`src/rtl/m_cnt_arb.sv`:
```
// Shared counter with a four-way round-robin arbiter. Each grant adds the
// winner's step to the counter and flags a carry out of WIDTH bits.
//
// state | meaning
// IDLE  | no grant issued on the last edge (r_gnt = 0)
// GNT   | one requester granted on the last edge (r_gnt one-hot)
module m_cnt_arb #(
    parameter int WIDTH = 8
) (
    input  logic               w_clk,
    input  logic               w_rst_n,
    input  logic [3:0]         w_req,
    input  logic [4*WIDTH-1:0] w_step,
    input  logic               w_clr,
    output logic [3:0]         r_gnt,
    output logic [WIDTH-1:0]   r_cnt,
    output logic               r_wrap,
    output logic               r_busy
);

    typedef enum logic {IDLE = 1'b0, GNT = 1'b1} state_t;

    state_t           state;
    logic [1:0]       ptr;
    logic [3:0]       eligible;
    logic             found;
    logic [1:0]       win;
    logic [1:0]       idx;
    logic [WIDTH-1:0] step_sel;
    logic [WIDTH:0]   sum;

    // A requester whose grant is currently high sits out this edge, so a
    // held request is serviced at most every other cycle.
    always_comb begin
        eligible = w_req & ~r_gnt;
        found    = 1'b0;
        win      = 2'd0;
        idx      = 2'd0;
        for (int k = 1; k <= 4; k++) begin
            idx = ptr + 2'(k);
            if (!found && eligible[idx]) begin
                found = 1'b1;
                win   = idx;
            end
        end
        step_sel = w_step[win*WIDTH +: WIDTH];
        sum      = {1'b0, r_cnt} + {1'b0, step_sel};
    end

    always_ff @(posedge w_clk or negedge w_rst_n) begin
        if (!w_rst_n) begin
            state  <= IDLE;
            ptr    <= 2'd3;
            r_gnt  <= 4'b0000;
            r_cnt  <= '0;
            r_wrap <= 1'b0;
            r_busy <= 1'b0;
        end else if (w_clr) begin
            // Pending requests are left alone and win on the next open edge.
            state  <= IDLE;
            r_gnt  <= 4'b0000;
            r_cnt  <= '0;
            r_wrap <= 1'b0;
            r_busy <= 1'b0;
        end else begin
            case (state)
                IDLE, GNT: begin
                    if (found) begin
                        state  <= GNT;
                        ptr    <= win;
                        r_gnt  <= 4'b0001 << win;
                        r_cnt  <= sum[WIDTH-1:0];
                        r_wrap <= sum[WIDTH];
                        r_busy <= 1'b1;
                    end else begin
                        state  <= IDLE;
                        r_gnt  <= 4'b0000;
                        r_wrap <= 1'b0;
                        r_busy <= 1'b0;
                    end
                end
                default: begin
                    state  <= IDLE;
                    r_gnt  <= 4'b0000;
                    r_wrap <= 1'b0;
                    r_busy <= 1'b0;
                end
            endcase
        end
    end

endmodule

```
`config.mk`:
```
export PLATFORM = sky130hd
export DESIGN_NAME = m_cnt_arb
export DESIGN_NICKNAME = d
export VERILOG_FILES = /design/src/rtl/m_cnt_arb.sv
export SDC_FILE = /design/constraint.sdc
export NUM_CORES = 1
export LEC_CHECK = 0
export CAP_MARGIN = 20
export CORE_MARGIN = 2
export CORE_UTILIZATION = 47
export DETAILED_ROUTE_END_ITERATION = 16
export GPL_ROUTABILITY_DRIVEN = 0
export PLACE_DENSITY = 0.84
export SLEW_MARGIN = 10
export SYNTH_ARGS = -nofsm -noshare
export SYNTH_HDL_FRONTEND = slang
export SYNTH_SLANG_ARGS = --single-unit
```
`constraint.sdc`:
```
create_clock -name w_clk -period 10.1 [get_ports w_clk]
set_clock_uncertainty 0.2 [all_clocks]
set_input_delay 2.02 -clock w_clk [delete_from_list [all_inputs] [get_ports w_clk]]
set_output_delay 2.02 -clock w_clk [all_outputs]
set_load 0.005 [all_outputs]
```
==> flow_summary.toml <==
[yosys]
yosysTopAreaCell = "dfrtp_1"
yosys-top-cells-area = "dfrtp_1 (26%), mux2i_1 (18%), ha_1 (7.4%), dfstp_2 (3.9%), o21ai_0 (2.9%)"
yosysUniqueCellTypes = 41
syn_inst = 138
synth_nets = 186
syn_area_sq_um = 1360
synth_top_area_share_pct = 25.8
synth-seq-cells = 16
yosysWarnings = 0
post_synth.cell_area_avg_sq_um = 9.85
seq_area_frac_synth_pct = 29.7

[cells_and_area]
nNetsFinal = 240
diodes = 0
final_cells = 222
seqCellArea_sq_um = 403
fillers = 230
layout-drive-gt1-share_pct = 9.42
layout_commonest_cell = "clkdlybuf4s50_1"
multiInputGateArea_sq_um = 905
syn2layout_area_growth_pct = 42.5
layout.cells.most_common_list = "clkdlybuf4s50_1 (52), mux2i_1 (25), dfrtp_1 (14)"

[route]
met2WireLength_mm = 1.76
vias_per_cell = 5.68
route.detailed.wl_per_inst_um = 15.0
wl_mm = 3.32
drc = 0
dr.pass1.iters = 4
first_iter_violations = 47
ant_nets = 0
via_count = 1261
routed.top_layer = "met4"
routedLengthMet1_mm = 1.37
dr_wl_met3_um = 165

[clocking]
clkLatencyLatePin_ns = 0.29
path_clk_slew_ns = 0.11
cts_root_buffer = "clkbuf_4"
cts_tree = "yes"
cts_sinks = 16
clk_path_buf_depth = 2
postCtsHoldBufs = 0
htree_levels = 1
cts_made_buffers = 3
cts_resized = 0
postCtsSetupBuffers = 0

[global_routing]
grt_overflow_total = 0
track_usage_pct = 21.6
first_global_vias = 1269
grt_max_degree = 22
antenna_found_initial = 0
grt_pass1_wl_mm = 5.58

[placement]
port_buffers = 52
place_inst = 218
place_hpwl_mm = 2.69

[sta]
worst_slew_pin_slew_ns = 0.751
finalSetupViolCount = 0
period_minus_slack_ns = 5.23
finalCritPeriodShare_pct = 51.8
hold-worst-slack_ns = 0.345
hold_viol_final = 0
rsz0062_at_grt = "false"
slew-limit-headroom_pct = 49.5
fin_setup_tns_ns = 0
slew_violations = 0
fmax_ghz = 0.191

[setup_path]
arrival_ns = 5.26
cp-start-kind = "input port"
cp-end-kind = "flop"
cp_max_fo = 21
path_class = "input port to flop"
worstPathRequired_ns = 10.13

[pwr]
power_density_nw_per_um2 = 261
peakVddDrop_v = 0.000233
fin_total_pwr_uw = 506
p_leak_uw = 0.000879

[floorplan]
rows = 19
fp.dieH_um = 57.8
dieArea_sq_um = 3340
fp.coreArea_sq_um = 2760
initial_utilization_pct = 49.3
die_x_um = 57.8
ios = 53

[worst_hold_path]
hold_class = "flop to flop"

[job]
cap_viol_max_count = 0

[run_status]
status = "finished, final reports clean"
==> kinds of logic after synthesis <==
kind of cell | Yosys count | synth area share (%)
simple gates | 46 | 22.2
compound gates | 31 | 16.3
mux | 26 | 19.2
flops | 16 | 29.7
buf+inv | 10 | 3.78
fa+ha+maj | 9 | 8.84
==> final cells by class <==
cell class	instances	area share (%)
Clock buffer	4	1.87
Inverter	5	0.969
Multi-Input combinational cell	112	46.7
Sequential cell	16	20.8
Tap cell	31	2.00
Timing Repair Buffer	54	27.6
==> final timing paths <==
| kind | startpoint | endpoint | slack, ns | depth (start not counted) |
|---|---|---|---|---|
| hold reg to reg | ptr[1]$_DFFE_PN1P_ | ptr[1]$_DFFE_PN1P_ | 0.34 | 2 |
| setup / recovery | w_req[1] | r_cnt[6]$_DFFE_PN0P_ | 4.87 | 15 |
| setup reg to reg | ptr[0]$_DFFE_PN1P_ | r_cnt[6]$_DFFE_PN0P_ | 6.60 | 14 |
| min in group asynchronous | w_rst_n | r_cnt[2]$_DFFE_PN0P_ | 1.94 | 1 |
| hold / removal | ptr[1]$_DFFE_PN1P_ | ptr[1]$_DFFE_PN1P_ | 0.34 | 2 |
| max in group asynchronous | w_rst_n | r_busy$_DFF_PN0_ | 7.30 | 1 |
==> sequential cells by signal, summed over array words and instances (netlist names) <==
| register | cells |
|---|---|
| r_wrap | 1 |
| ptr | 2 |
| r_gnt | 4 |
| r_busy | 1 |
| r_cnt | 8 |
==> Yosys cell counts <==
cell type	instances
o31a_1	1
mux2i_1	25
buf_6	1
fa_1	1
nand2_4	1
nor4_2	1
inv_1	5
nand2b_1	2
nor2_1	9
clkbuf_1	1
o2bb2ai_1	1
nand2_1	5
nor3b_1	5
a21oi_1	7
dfstp_2	2
o21ai_0	8
dfrtp_1	14
nand3_1	2
o32ai_4	1
nand3b_1	3
ha_1	8
nand2b_2	1
a211o_1	2
mux2_2	1
o211a_1	1
a31oi_1	1
buf_2	2
a21o_1	2
nor2b_4	2
nor2b_2	1
nor4b_1	2
o21a_1	2
nor2b_1	3
or4_1	2
buf_4	1
and2b_2	1
o21bai_1	1
nor3_1	4
a211oi_1	4
and3_4	1
nor4_1	1
==> layer usage <==
| layer | up-vias | GRT usage [%] |
|---|---|---|
| li1 | 620 | - |
| met1 | 600 | 25.3 |
| met2 | 37 | 39.6 |
| met3 | 4 | 4.69 |
| met4 | 0 | 5.98 |
| met5 | - | 0 |
==> critical path, cell delays in order <==
cell and delay, ns:
clkdlybuf4s50_1 0.44, nor2b_2 0.23, nor2_1 0.11, o32ai_4 0.26, buf_4 0.34, mux2i_1 0.22, mux2i_1 0.09, ha_1 0.22
inv_1 0.07, fa_1 0.17, nor2b_1 0.07, o31a_1 0.26, o21a_1 0.19, or4_1 0.46, nand3_1 0.09
==> power by group <==
part / switching [uW] / internal (uW)
Combinational: 170 / 181
Sequential: 20.7 / 90.8
Clock: 22.3 / 21.9
Total: 213 / 293
==> metrics by stage <==
step           utilization [%]  worst slack (ns)  area [sq um]
2_1_floorplan                -              5.29          1360
3_3_place_gp              68.6              4.67          1890
3_5_place_dp              68.9              4.58          1900
4_1_cts                   70.2              4.87          1940
5_1_grt                   70.2              4.65          1940
6_report                  70.2              4.87          1940
Note: power is estimated with default switching activity, not from simulation.
